===== config.mk =====
export PLATFORM = sky130hd
export DESIGN_NAME = clk_phase_meter
export DESIGN_NICKNAME = d
export VERILOG_FILES = /design/src/rtl/clk_phase_meter.sv
export SDC_FILE = /design/constraint.sdc
export NUM_CORES = 1
export LEC_CHECK = 0
export BUFFER_PORTS_ARGS = -buffer_cell sky130_fd_sc_hd__buf_4
export CAP_MARGIN = 20
export CORE_ASPECT_RATIO = 1.1
export CORE_MARGIN = 5
export CORE_UTILIZATION = 35
export CTS_BUF_LIST = sky130_fd_sc_hd__clkbuf_4 sky130_fd_sc_hd__clkbuf_8
export CTS_CLUSTER_DIAMETER = 60
export DETAILED_ROUTE_END_ITERATION = 10
export PLACE_DENSITY = 0.63
export SYNTH_ARGS = -nofsm -noshare
export SYNTH_HDL_FRONTEND = slang
export SYNTH_SLANG_ARGS = --single-unit
export TNS_END_PERCENT = 100

===== constraint.sdc =====
create_clock -name iclk -period 2.74 [get_ports iclk]
set_input_delay 0.274 -clock iclk [delete_from_list [all_inputs] [get_ports iclk]]
set_output_delay 0.274 -clock iclk [all_outputs]
set_load 0.01 [all_outputs]

===== src/rtl/clk_phase_meter.sv =====
// rtl/clk_phase_meter.sv - measures ref_in/mon_in periods and ref-to-mon phase in iclk cycles.
// Define CLK_PHASE_METER_FREQ_DIFF_EN to produce freq_diff (mon_period - ref_period); otherwise freq_diff is 0.
module clk_phase_meter #(
  parameter int CNT_W = 16
) (
  input  logic             iclk,
  input  logic             rst,
  input  logic             ref_in,
  input  logic             mon_in,
  input  logic             start,
  output logic             busy,
  output logic             done,
  output logic [CNT_W-1:0] ref_period,
  output logic [CNT_W-1:0] mon_period,
  output logic [CNT_W-1:0] phase,
  output logic [CNT_W:0]   freq_diff,
  output logic             ovf
);

  typedef enum logic [1:0] {IDLE, ARM, MEAS, DONE} state_t;

  localparam logic [CNT_W-1:0] ALL1 = '1;
  localparam logic [CNT_W-1:0] ONE  = {{(CNT_W-1){1'b0}}, 1'b1};

  state_t           state_q, state_d;
  logic [CNT_W-1:0] cnt_q, cnt_d;
  logic [1:0]       ref_sync_q, ref_sync_d, mon_sync_q, mon_sync_d;
  logic             ref_prev_q, ref_prev_d, mon_prev_q, mon_prev_d;
  logic             busy_q, busy_d, done_q, done_d, ovf_q, ovf_d;
  logic [CNT_W-1:0] ref_period_q, ref_period_d, mon_period_q, mon_period_d;
  logic [CNT_W-1:0] phase_q, phase_d, mon_start_q, mon_start_d;
  logic             ref_cap_q, ref_cap_d, mon_cap_q, mon_cap_d, mon_seen_q, mon_seen_d;
  logic             ref_rise, mon_rise;
`ifdef CLK_PHASE_METER_FREQ_DIFF_EN
  logic [CNT_W:0]   freq_diff_q, freq_diff_d;
`endif

  assign ref_rise = ref_sync_q[1] & ~ref_prev_q;
  assign mon_rise = mon_sync_q[1] & ~mon_prev_q;

  always_comb begin
    state_d      = state_q;
    cnt_d        = cnt_q;
    ref_sync_d   = {ref_sync_q[0], ref_in};
    mon_sync_d   = {mon_sync_q[0], mon_in};
    ref_prev_d   = ref_sync_q[1];
    mon_prev_d   = mon_sync_q[1];
    busy_d       = busy_q;
    done_d       = 1'b0;
    ovf_d        = ovf_q;
    ref_period_d = ref_period_q;
    mon_period_d = mon_period_q;
    phase_d      = phase_q;
    mon_start_d  = mon_start_q;
    ref_cap_d    = ref_cap_q;
    mon_cap_d    = mon_cap_q;
    mon_seen_d   = mon_seen_q;
`ifdef CLK_PHASE_METER_FREQ_DIFF_EN
    freq_diff_d  = freq_diff_q;
`endif

    case (state_q)
      IDLE: begin
        if (start) begin
          state_d      = ARM;
          busy_d       = 1'b1;
          cnt_d        = '0;
          ovf_d        = 1'b0;
          ref_period_d = '0;
          mon_period_d = '0;
          phase_d      = '0;
          mon_start_d  = '0;
          ref_cap_d    = 1'b0;
          mon_cap_d    = 1'b0;
          mon_seen_d   = 1'b0;
        end
      end
      ARM: begin
        cnt_d = cnt_q + ONE;
        if (cnt_q == ALL1) begin
          state_d      = DONE;
          ovf_d        = 1'b1;
          ref_period_d = ALL1;
          mon_period_d = ALL1;
          phase_d      = ALL1;
        end else if (ref_rise) begin
          // The rise cycle itself counts as 0, so MEAS cycle k reads k.
          cnt_d   = ONE;
          state_d = MEAS;
          if (mon_rise) begin
            mon_seen_d  = 1'b1;
            phase_d     = '0;
            mon_start_d = '0;
          end
        end
      end
      MEAS: begin
        cnt_d = cnt_q + ONE;
        if (mon_rise) begin
          if (!mon_seen_q) begin
            mon_seen_d  = 1'b1;
            phase_d     = cnt_q;
            mon_start_d = cnt_q;
          end else if (!mon_cap_q) begin
            mon_cap_d    = 1'b1;
            mon_period_d = cnt_q - mon_start_q;
          end
        end
        if (ref_rise && !ref_cap_q) begin
          ref_cap_d    = 1'b1;
          ref_period_d = cnt_q;
        end
        if (ref_cap_d && mon_cap_d) begin
          state_d = DONE;
        end else if (cnt_q == ALL1) begin
          state_d = DONE;
          ovf_d   = 1'b1;
          if (!ref_cap_d)  ref_period_d = ALL1;
          if (!mon_cap_d)  mon_period_d = ALL1;
          if (!mon_seen_d) phase_d      = ALL1;
        end
      end
      DONE: begin
        state_d = IDLE;
      end
      default: state_d = IDLE;
    endcase

    if (state_d == DONE && state_q != DONE) begin
      done_d = 1'b1;
      busy_d = 1'b0;
`ifdef CLK_PHASE_METER_FREQ_DIFF_EN
      freq_diff_d = {1'b0, mon_period_d} - {1'b0, ref_period_d};
`endif
    end
  end

  always_ff @(posedge iclk or posedge rst) begin
    if (rst) begin
      state_q      <= IDLE;
      cnt_q        <= '0;
      ref_sync_q   <= '0;
      mon_sync_q   <= '0;
      ref_prev_q   <= 1'b0;
      mon_prev_q   <= 1'b0;
      busy_q       <= 1'b0;
      done_q       <= 1'b0;
      ovf_q        <= 1'b0;
      ref_period_q <= '0;
      mon_period_q <= '0;
      phase_q      <= '0;
      mon_start_q  <= '0;
      ref_cap_q    <= 1'b0;
      mon_cap_q    <= 1'b0;
      mon_seen_q   <= 1'b0;
`ifdef CLK_PHASE_METER_FREQ_DIFF_EN
      freq_diff_q  <= '0;
`endif
    end else begin
      state_q      <= state_d;
      cnt_q        <= cnt_d;
      ref_sync_q   <= ref_sync_d;
      mon_sync_q   <= mon_sync_d;
      ref_prev_q   <= ref_prev_d;
      mon_prev_q   <= mon_prev_d;
      busy_q       <= busy_d;
      done_q       <= done_d;
      ovf_q        <= ovf_d;
      ref_period_q <= ref_period_d;
      mon_period_q <= mon_period_d;
      phase_q      <= phase_d;
      mon_start_q  <= mon_start_d;
      ref_cap_q    <= ref_cap_d;
      mon_cap_q    <= mon_cap_d;
      mon_seen_q   <= mon_seen_d;
`ifdef CLK_PHASE_METER_FREQ_DIFF_EN
      freq_diff_q  <= freq_diff_d;
`endif
    end
  end

  assign busy       = busy_q;
  assign done       = done_q;
  assign ovf        = ovf_q;
  assign ref_period = ref_period_q;
  assign mon_period = mon_period_q;
  assign phase      = phase_q;
`ifdef CLK_PHASE_METER_FREQ_DIFF_EN
  assign freq_diff  = freq_diff_q;
`else
  assign freq_diff  = '0;
`endif

endmodule


==> out/results.txt, run 1 <==
Status - finished clean
Clock Power Share - 15.8%
Sequential share of the synthesized area - 44.0%
Top-Level Pins - 73
Final setup slack of the worst path - 0.182 ns
Slew Limit Fails - 0
Die X - 128 um
Mean post-synth cell area - 8.91 um2
Largest net degree at the start of global routing - 56
Internal power - 3450 uW
Non-filler cells in the finished layout - 869
WL met1 - 6210 um
Metal2 WL - 6560 um
Post-Syn Instances - 600
CTS Buffer Depth - 2
Root Driver - clkbuf_8
TNS Setup - 0 ns
Final min period - 2.56 ns
Hold wc startpoint - start
Fin. Hold Viols - 0
Die ar. - 0.0178 mm2
Via count - 4,637
Main synth FF type - dfrtp_1
Placed Area - 0.00599 mm2
PortBufs - 55
Net switching fraction of the power - 43.5%
Combinational power share - 51.6%
Fill cells - 1,473
Initial DRC count - 419
Relative slew slack - 56.4%
Post-layout util - 41.7%
Final HPWL DP - 10,400 um
Post-route cell area - 0.00626 mm2
Area of the multi-input gates - 0.00268 mm2
TritonCTS Buffers - 9
Metal3 WL - 878 um
Seq pwr share - 32.7%
Row count - 47
Yosys cell types - 60
Number of global-route vias before repair - 4,506
Final setup viols - 0
Total track usage - 16.1%
Critical Path Source Type - flop
Synthesis-to-layout area growth - 17.1%
Clk slew on worst S/H paths - 0.10 ns
DRT Wirelength - 14,100 um
FF+latch count, synth - 94
RSZ-0062 raised after global routing - no
Leakage - 0.00277 uW
Vias per cell - 5.34
First-pass GRT wire length - 23,200 um
Most common cell after layout, fill and taps aside - dfrtp_1
Worst path arrival time - 2.83 ns
Switching power - 2650 uW
Slew at the pin with the worst max-slew slack - 0.654 ns
Max Used Layer - met4
Initial Util - 35.6%
# diodes - 0
Reg-to-Reg Start - cnt_q[0]$_DFFE_PP0P_
Synth warn - 0
IR drop worst, VDD - 0.639 mV
Cell Area, Synth - 0.00534 mm2
Drt wl/cell - 16.2 um
Placer Congestion - 0.901
Final worst-path cycle share - 93.3%
Max frequency - 0.391 GHz
Drc violations - 0
Worst Setup Path Type - flop to flop
Antenna violations before repair - 0
Max FO, Critical Path - 8
Max-cap violation count - 0
Depth of the CTS H-tree - 3
Grt total ovfl - 0
Nets - 694
Post-place setup slack - 0.189 ns
Register area - 0.00235 mm2
Layout cells sized above 1 - 18.4%
CP startpoint - cnt_q[0]$_DFFE_PP0P_
# clock sinks - 94
Post-route clock skew - 0.0120 ns
Power density cells - 974 mW/mm2
Clk_lat worst skew - 0.38 ns
Ys async rst share - 100%
Core ar. - 0.0150 mm2
Number of synthesized flops with an enable pin - 0
Placed cells - 847
Commonest non-fill, non-tap cells in the layout - 94 x dfrtp_1, 82 x buf_4, 77 x nand2_1, 77 x o21ai_0, 60 x nor2_1
Type of the worst min-delay path - input port to flop
CTS tree - done
ANT nets after route - 0
CP endpoint kind - flop
Die Y - 140 um
Critical path required time - 3.01 ns
Drt first pass iters - 5
[critical path, stage by stage, from the launching register on]
cell	delay, ns
dfrtp_1	0.47
inv_1	0.09
ha_1	0.16
inv_1	0.06
fa_1	0.40
a21oi_1	0.22
o21ai_0	0.15
nand4_1	0.12
nand2_1	0.11
a221oi_1	0.36
xor2_1	0.21
o21ai_0	0.09
[metrics by stage]
step                      total power [uW]  hold WS [ns]
after floorplan                       3980         0.305
after global placement                5070         0.334
after detailed placement              5110         0.338
after CTS                             6100         0.111
after global routing                  6550         0.181
final                                 6100         0.164
[routing by layer]
metal | vias to the layer above | global-route usage, %
met2 | 154 | 24.8
met4 | 0 | 7.21
met5 | - | 0
met1 | 2254 | 21.6
met3 | 32 | 3.79
li1 | 2197 | -
[worst paths after layout]
check	to	slack, ns	cells past startpoint
min in group asynchronous	ref_sync_q[0]$_DFF_PP0_	0.46	3
setup / recovery	mon_period[14]$_DFFE_PP0P_	0.18	11
hold / removal	state_q[0]$_DFF_PP0_	0.16	3
max in group asynchronous	ref_period[4]$_DFFE_PP0P_	1.48	5
setup reg to reg	mon_period[14]$_DFFE_PP0P_	0.18	11
hold reg to reg	mon_sync_q[1]$_DFF_PP0_	0.36	0
[flip-flops by register name (all words and copies together) (netlist names)]
name / cells
mon_sync_q: 2
mon_period: 16
mon_seen_q: 1
ovf: 1
busy: 1
cnt_q: 16
ref_prev_q: 1
ref_cap_q: 1
ref_period: 16
mon_prev_q: 1
ref_sync_q: 2
phase: 16
mon_start_q: 16
done: 1
state_q: 2
mon_cap_q: 1
[Yosys cell counts, drive strengths merged, types with 2 or more instances]
cell type / number / area share [%]
a22oi: 3 / 0.42
o21ai: 78 / 7.5
buf: 29 / 4.0
ha: 20 / 4.7
a31oi: 8 / 0.94
nor2: 61 / 4.4
nand4: 8 / 0.94
dfrtp: 94 / 44
nand3: 13 / 1.5
a211o: 3 / 0.49
and3: 2 / 0.23
a21oi: 54 / 6.0
a221oi: 2 / 0.66
or3: 4 / 0.56
mux2: 2 / 0.42
nand2: 77 / 5.4
xor2: 13 / 2.1
o31ai: 3 / 0.68
o22a: 2 / 0.33
nand2b: 7 / 0.82
a211oi: 4 / 0.56
o211ai: 5 / 0.70
a2bb2oi: 15 / 2.5
or2: 2 / 0.23
o21a: 4 / 0.56
a21o: 2 / 0.28
nor2b: 5 / 0.59
inv: 25 / 1.8
nor3: 10 / 1.0
clkbuf: 17 / 1.2
a22o: 4 / 0.66
xnor2: 10 / 1.6
[cells by family after synthesis]
family	count (synthesis)	share of synthesized area [%]
simple gates	196	16.7
xor+xnor	23	3.77
buf+inv	71	7.00
flops	94	44.0
fa+ha+maj	21	5.06
compound gates	192	23.0
mux	2	0.421
other cells	1	0.0702
[final cells by class]
cell class	instances	area share, %
timing repair buffer	87	11.0
inverter	25	1.52
tap	196	3.92
sequential	94	37.6
clock inverter	5	0.939
multi-input combinational	451	42.8
clock buffer	11	2.32
[timing repair]
| action | 4_1_cts | 5_1_grt |
|---|---|---|
| buffers inserted | 0 | 2 |
| gates resized for setup | 0 | 0 |
| setup endpoints to repair | 0 | 2 |
| endpoints found under the hold margin | 2 | 26 |
| hold buffers | 2 | 1 |
[power groups by stage]
stage | Clock [uW] | Sequential, uW | Combinational, uW
after floorplan | 0 | 2090 | 1890
after global placement | 0 | 2010 | 3060
after detailed placement | 0 | 2010 | 3100
after CTS | 993 | 1990 | 3110
after global routing | 1050 | 2040 | 3460
final | 961 | 1990 | 3140
Note: power is estimated with default switching activity, not from simulation.
==> run 2: changes to the inputs <==
--- a/config.mk
+++ b/config.mk
@@ -13,7 +13,7 @@
 export CTS_BUF_LIST = sky130_fd_sc_hd__clkbuf_4 sky130_fd_sc_hd__clkbuf_8
 export CTS_CLUSTER_DIAMETER = 60
 export DETAILED_ROUTE_END_ITERATION = 10
-export PLACE_DENSITY = 0.63
+export PLACE_DENSITY = 0.58
 export SYNTH_ARGS = -nofsm -noshare
 export SYNTH_HDL_FRONTEND = slang
 export SYNTH_SLANG_ARGS = --single-unit
==> run 2 against run 1 <==
Wire length increased by 1.5%. Count of clock-buffer cells in the layout decreased by 2. Design area decreased by 0.38%. Maximum frequency increased by 2.9%. Setup slack improved by 0.071 ns. Sequential share of layout area increased by 0.14 points. Sequential cell count unchanged.
==> out/results.txt, run 2 (same netlist as run 1, synthesis figures left out) <==
ANT nets after route - 0 (unchanged)
Power density cells - 969 mW/mm2 (-0.47%)
Largest net degree at the start of global routing - 95 (+70%)
Final min period - 2.49 ns (-0.0713 ns)
Commonest non-fill, non-tap cells in the layout - 94 x dfrtp_1, 85 x buf_4, 77 x nand2_1, 77 x o21ai_0, 60 x nor2_1
CP endpoint kind - flop
Critical path required time - 2.99 ns (-0.02 ns)
Type of the worst min-delay path - input port to async pin
Final setup slack of the worst path - 0.254 ns (+0.0713 ns)
Top-Level Pins - 73 (unchanged)
R2R setup slack - 0.25 ns (+0.07 ns)
CP peak stage delay - 0.49 ns (+0.02 ns)
TNS Setup - 0 ns (unchanged)
Core ar. - 0.0150 mm2 (unchanged)
Die X - 128 um (unchanged)
Nets - 695 (+0.14%)
Max-cap violation count - 0 (unchanged)
CP cell instances - ha_1, nor2b_1, o2111ai_1, a31oi_1, a31oi_2, mux2_2, a211oi_1, o21ai_0
Drc violations - 0 (unchanged)
Final setup viols - 0 (unchanged)
Slew at the pin with the worst max-slew slack - 0.555 ns (-0.0990 ns)
Relative slew slack - 63.0% (+6.6 points)
Clk slew on worst S/H paths - 0.10 ns (about the same)
DRT Wirelength - 14,300 um (+1.5%)
Min Hold Slack - 0.00579 ns (-0.158 ns)
Initial Util - 35.6% (unchanged)
WP buf/inv - 0 (-2)
Total track usage - 16.3% (+0.17 points)
CP max stage cell - dfrtp_1
Critical Path Source Type - flop
CP startpoint - cnt_q[1]$_DFFE_PP0P_
PortBufs - 55 (unchanged)
Final worst-path cycle share - 90.7% (-2.6 points)
Final HPWL DP - 10,600 um (+1.2%)
Clk_lat worst skew - 0.38 ns (about the same)
Post-route clock skew - 0.0195 ns (+0.00748 ns)
Status - finished clean
Placed cells - 850 (+0.35%)
Vias per cell - 5.21 (-2.4%)
IR drop worst, VDD - 0.466 mV (-27%)
Reg-to-Reg Start - cnt_q[1]$_DFFE_PP0P_
Via count - 4,531 (-2.3%)
Die ar. - 0.0178 mm2 (unchanged)
CTS Buffer Depth - 2 (unchanged)
Worst path arrival time - 2.74 ns (-0.09 ns)
Post-place setup slack - 0.190 ns (+0.000709 ns)
Slew Limit Fails - 0 (unchanged)
Antenna violations before repair - 0 (unchanged)
Root Driver - clkbuf_8
Depth of the CTS H-tree - 3 (unchanged)
Layout cells sized above 1 - 19.0% (+0.57 points)
Placer Congestion - 0.874 (-3.0%)
Fin. Hold Viols - 0 (unchanged)
Most common cell after layout, fill and taps aside - dfrtp_1
Die Y - 140 um (unchanged)
Leakage - 0.00277 uW (-0.12%)
Number of global-route vias before repair - 4,487 (-0.42%)
# clock sinks - 94 (unchanged)
Max frequency - 0.402 GHz (+2.9%)
First-pass GRT wire length - 23,500 um (+1.2%)
Crit path max-delay family - compound AO/OA/AOI/OAI gates
TritonCTS Buffers - 9 (unchanged)
Synthesis-to-layout area growth - 16.7%
Max FO, Critical Path - 8 (unchanged)
# diodes - 0 (unchanged)
Grt total ovfl - 0 (unchanged)
Post-route cell area - 0.00624 mm2 (-0.38%)
RSZ-0062 raised after global routing - no
Placed Area - 0.00601 mm2 (+0.38%)
Drt wl/cell - 16.4 um (+1.4%)
CTS tree - done
Drt first pass iters - 5 (unchanged)
Non-filler cells in the finished layout - 870 (+0.12%)
Initial DRC count - 455 (+8.6%)
Worst Setup Path Type - flop to flop
Row count - 47 (unchanged)
## run 2: area by class of cell
cell class              instances  area, um2
repair buffers                 88        678
well taps                     196        245
clock inverters                 7       53.8
inverters                      25       95.1
multi-input cells             451       2690
flip-flops and latches         94       2350
fillers                      1520       8760
clock buffers                   9        124
## run 2: tightest hold or removal path: cells and delay by family
kind                   cells  cell delay [ns]
buffers and inverters      3             0.56
## run 2: layer usage
| layer | routed length (um) | share of wire (%) | vias to the layer above | global-route usage [%] |
|---|---|---|---|---|
| met1 | 6590 | 46 | 2161 | 22.9 |
| met3 | 748 | 5.2 | 27 | 2.22 |
| met2 | 6590 | 46 | 139 | 25.4 |
| met4 | 361 | 2.5 | 0 | 6.48 |
| met5 | 0 | 0 | - | 0 |
| li1 | - | - | 2204 | - |
## run 2: power breakdown
group          switching (uW)  total, uW  internal (uW)  leakage (uW)
combinational            1890       3180           1290       0.00140
clock                     539        879            340     0.0000944
sequential                267       1990           1720       0.00127
## run 2: final timing paths
| check | endpoint | depth (start not counted) |
|---|---|---|
| max in group asynchronous | mon_start_q[13]$_DFFE_PP0P_ | 3 |
| setup reg to reg | mon_period[13]$_DFFE_PP0P_ | 8 |
| setup / recovery | mon_period[13]$_DFFE_PP0P_ | 8 |
| hold / removal | ref_period[14]$_DFFE_PP0P_ | 3 |
| min in group iclk | state_q[0]$_DFF_PP0_ | 3 |
| hold reg to reg | mon_sync_q[1]$_DFF_PP0_ | 0 |
## run 2: what timing repair did
action,CTS,global route
hold buffers,2,0
gates resized for setup,0,2
buffers inserted,0,2
setup endpoints to repair,0,7
hold endpoints to repair,2,0
## run 2: through the flow
stage / total power [uW] / utilization [%]
4_1_cts: 6060 / 41.4
3_3_place_gp: 5120 / 40.1
5_1_grt: 6510 / 41.6
6_report: 6040 / 41.6
3_5_place_dp: 5160 / 40.1
2_1_floorplan: 3980 / -
==> run 3: changes to the inputs <==
--- a/config.mk
+++ b/config.mk
@@ -14,6 +14,7 @@
 export CTS_CLUSTER_DIAMETER = 60
 export DETAILED_ROUTE_END_ITERATION = 10
 export PLACE_DENSITY = 0.58
+export RECOVER_POWER = 25
 export SYNTH_ARGS = -nofsm -noshare
 export SYNTH_HDL_FRONTEND = slang
 export SYNTH_SLANG_ARGS = --single-unit
==> run 3 against run 2 <==
The run now ends with capacitance limit, slew limit left. Count of clock-buffer cells in the layout did not move. Final cell count unchanged. First-iteration DRC count down 15%. Sequential power barely moved. Critical path depth stayed put. Utilization fell by 0.10 points. Clock skew about the same. Clock power about the same. Setup slack lost 0.020 ns. Via count is essentially flat. Sequential cell count unchanged. Hold slack gained 0.17 ns. Critical path type unchanged. Critical endpoint unchanged. Highest routed layer unchanged.
==> out/results.txt, run 3 (same netlist as run 1, synthesis figures left out) <==
Status - complete, but fails checks
Violations in the final reports - capacitance limit, slew limit
Max FO, Critical Path - 8 (unchanged)
R2R setup slack - 0.23 ns (-0.02 ns)
Worst path arrival time - 2.75 ns (about the same)
Total track usage - 16.3% (unchanged)
Final min period - 2.51 ns (+0.0200 ns)
Grt total ovfl - 0 (unchanged)
R2R Path End - mon_period[13]$_DFFE_PP0P_
# diodes - 0 (unchanged)
WP buf/inv - 0 (unchanged)
CTS tree - done
Worst Setup Path Type - flop to flop
Die ar. - 0.0178 mm2 (unchanged)
Leakage - 0.00277 uW (-0.20%)
Drc violations - 0 (unchanged)
RSZ-0062 raised after global routing - no
Area of the multi-input gates - 0.00269 mm2 (unchanged)
Most common cell after layout, fill and taps aside - dfrtp_1
Drt first pass iters - 5 (unchanged)
Placer Congestion - 0.874 (unchanged)
Post-route clock skew - 0.0197 ns (+0.000183 ns)
Slew at the pin with the worst max-slew slack - 2.36 ns (+1.81 ns)
Root Driver - clkbuf_8
Largest net degree at the start of global routing - 95 (unchanged)
Initial DRC count - 389 (-15%)
CP peak stage delay - 0.49 ns (about the same)
Slew Limit Fails - 95 (+95)
Die Y - 140 um (unchanged)
Drt wl/cell - 16.4 um (about the same)
Row count - 47 (unchanged)
# clock sinks - 94 (unchanged)
Die X - 128 um (unchanged)
DRT Wirelength - 14,300 um (about the same)
Critical Path Source Type - flop
Clk slew on worst S/H paths - 0.10 ns (about the same)
IR drop worst, VDD - 0.465 mV (-0.13%)
Core ar. - 0.0150 mm2 (unchanged)
CP endpoint kind - flop
Worst Hold Path EP - state_q[0]$_DFF_PP0_
Depth of the CTS H-tree - 3 (unchanged)
Non-filler cells in the finished layout - 870 (unchanged)
Post-layout util - 41.5% (-0.10 points)
Layout cells sized above 1 - 19.0% (unchanged)
TritonCTS Buffers - 9 (unchanged)
Initial Util - 35.6% (unchanged)
Hold depth - 3
Reg-to-Reg Start - cnt_q[1]$_DFFE_PP0P_
TNS Setup - 0 ns (unchanged)
Type of the worst min-delay path - input port to flop
First-pass GRT wire length - 23,500 um (unchanged)
Final setup viols - 0 (unchanged)
Max-cap violation count - 1 (+1)
Vias per cell - 5.21 (about the same)
Final worst-path cycle share - 91.5% (+0.73 points)
Final setup slack of the worst path - 0.234 ns (-0.0200 ns)
Post-place setup slack - 0.190 ns (unchanged)
ANT nets after route - 0 (unchanged)
Register area - 0.00235 mm2 (unchanged)
Relative slew slack - -57.4% (-120 points)
Fin. Hold Viols - 0 (unchanged)
PortBufs - 55 (unchanged)
Crit path max-delay family - compound AO/OA/AOI/OAI gates
Antenna violations before repair - 0 (unchanged)
Top-Level Pins - 73 (unchanged)
Via count - 4,533 (+0.044%)
CP max stage cell - dfrtp_1
Critical path required time - 2.99 ns (about the same)
Commonest non-fill, non-tap cells in the layout - 94 x dfrtp_1, 84 x buf_4, 77 x nand2_1, 77 x o21ai_0, 60 x nor2_1
Synthesis-to-layout area growth - 16.4%
Fill cells - 1,521 (+0.066%)
Hold wc startpoint - start
Power density cells - 971 mW/mm2 (+0.23%)
Max frequency - 0.399 GHz (-0.80%)
Number of global-route vias before repair - 4,487 (unchanged)
Final HPWL DP - 10,600 um (unchanged)
Clk_lat worst skew - 0.38 ns (about the same)
Reg2reg path depth - 8 (unchanged)
CTS Buffer Depth - 2 (unchanged)
Nets - 695 (unchanged)
CP cell instances - ha_1, nor2b_1, o2111ai_1, a31oi_1, a31oi_2, mux2_2, a211oi_1, o21ai_0
Placed cells - 850 (unchanged)
==> run 3: timing repair <==
item | 4_1_cts | 5_1_grt
buffers inserted | 0 | 2
resized for setup | 0 | 2
endpoints found under the hold margin | 2 | 0
hold buffers | 2 | 0
setup endpoints to repair | 0 | 7
==> run 3: worst register-to-register path, cell delays in order (launching register included) <==
cell       delay (ns)
dfrtp_1          0.49
ha_1             0.33
nor2b_1          0.14
o2111ai_1        0.24
a31oi_1          0.19
a31oi_2          0.29
mux2_2           0.36
a211oi_1         0.23
o21ai_0          0.11
==> run 3: layer usage <==
metal	vias up	routed length, um	global-route usage, %
met4	0	386	6.48
met2	140	6550	25.4
met3	28	691	2.22
li1	2195	-	-
met1	2170	6660	22.9
met5	-	0	0
==> run 3: how the worst max path moves through the flow <==
stage                     cells past startpoint                          to  slack [ns]                 start
final                                         8  mon_period[13]$_DFFE_PP0P_        0.23  cnt_q[1]$_DFFE_PP0P_
after global routing                          3  mon_start_q[7]$_DFFE_PP0P_        0.03                   rst
after CTS                                     8        phase[4]$_DFFE_PP0P_        0.15  cnt_q[1]$_DFFE_PP0P_
after detailed placement                      8        phase[4]$_DFFE_PP0P_        0.19  cnt_q[1]$_DFFE_PP0P_
after global placement                       11  mon_period[14]$_DFFE_PP0P_        0.26  cnt_q[0]$_DFFE_PP0P_
after floorplan                               1            busy$_DFFE_PP0P_        0.02                   rst
==> run 3: area by class of cell <==
type	count	share of cell area [%]
clock buffer	9	1.99
clock inverter	7	0.865
inverter	25	1.53
multi-input combinational	451	43.2
sequential	94	37.8
tap	196	3.94
timing repair buffer	88	10.7
==> run 3: power breakdown <==
part           internal [uW]  switching [uW]  leakage, uW  total, uW
logic                   1280            1890      0.00140       3170
clock network            340             541    0.0000944        881
registers               1720             267      0.00127       1990
==> run 3: through the flow <==
step	total power (uW)	hold slack (ns)	cell area [um2]
floorplan	3980	0.305	5400
global placement	5120	0.333	6010
detailed placement	5160	0.346	6010
CTS	6060	0.0246	6210
global route	6510	0.198	6220
finish	6040	0.173	6220
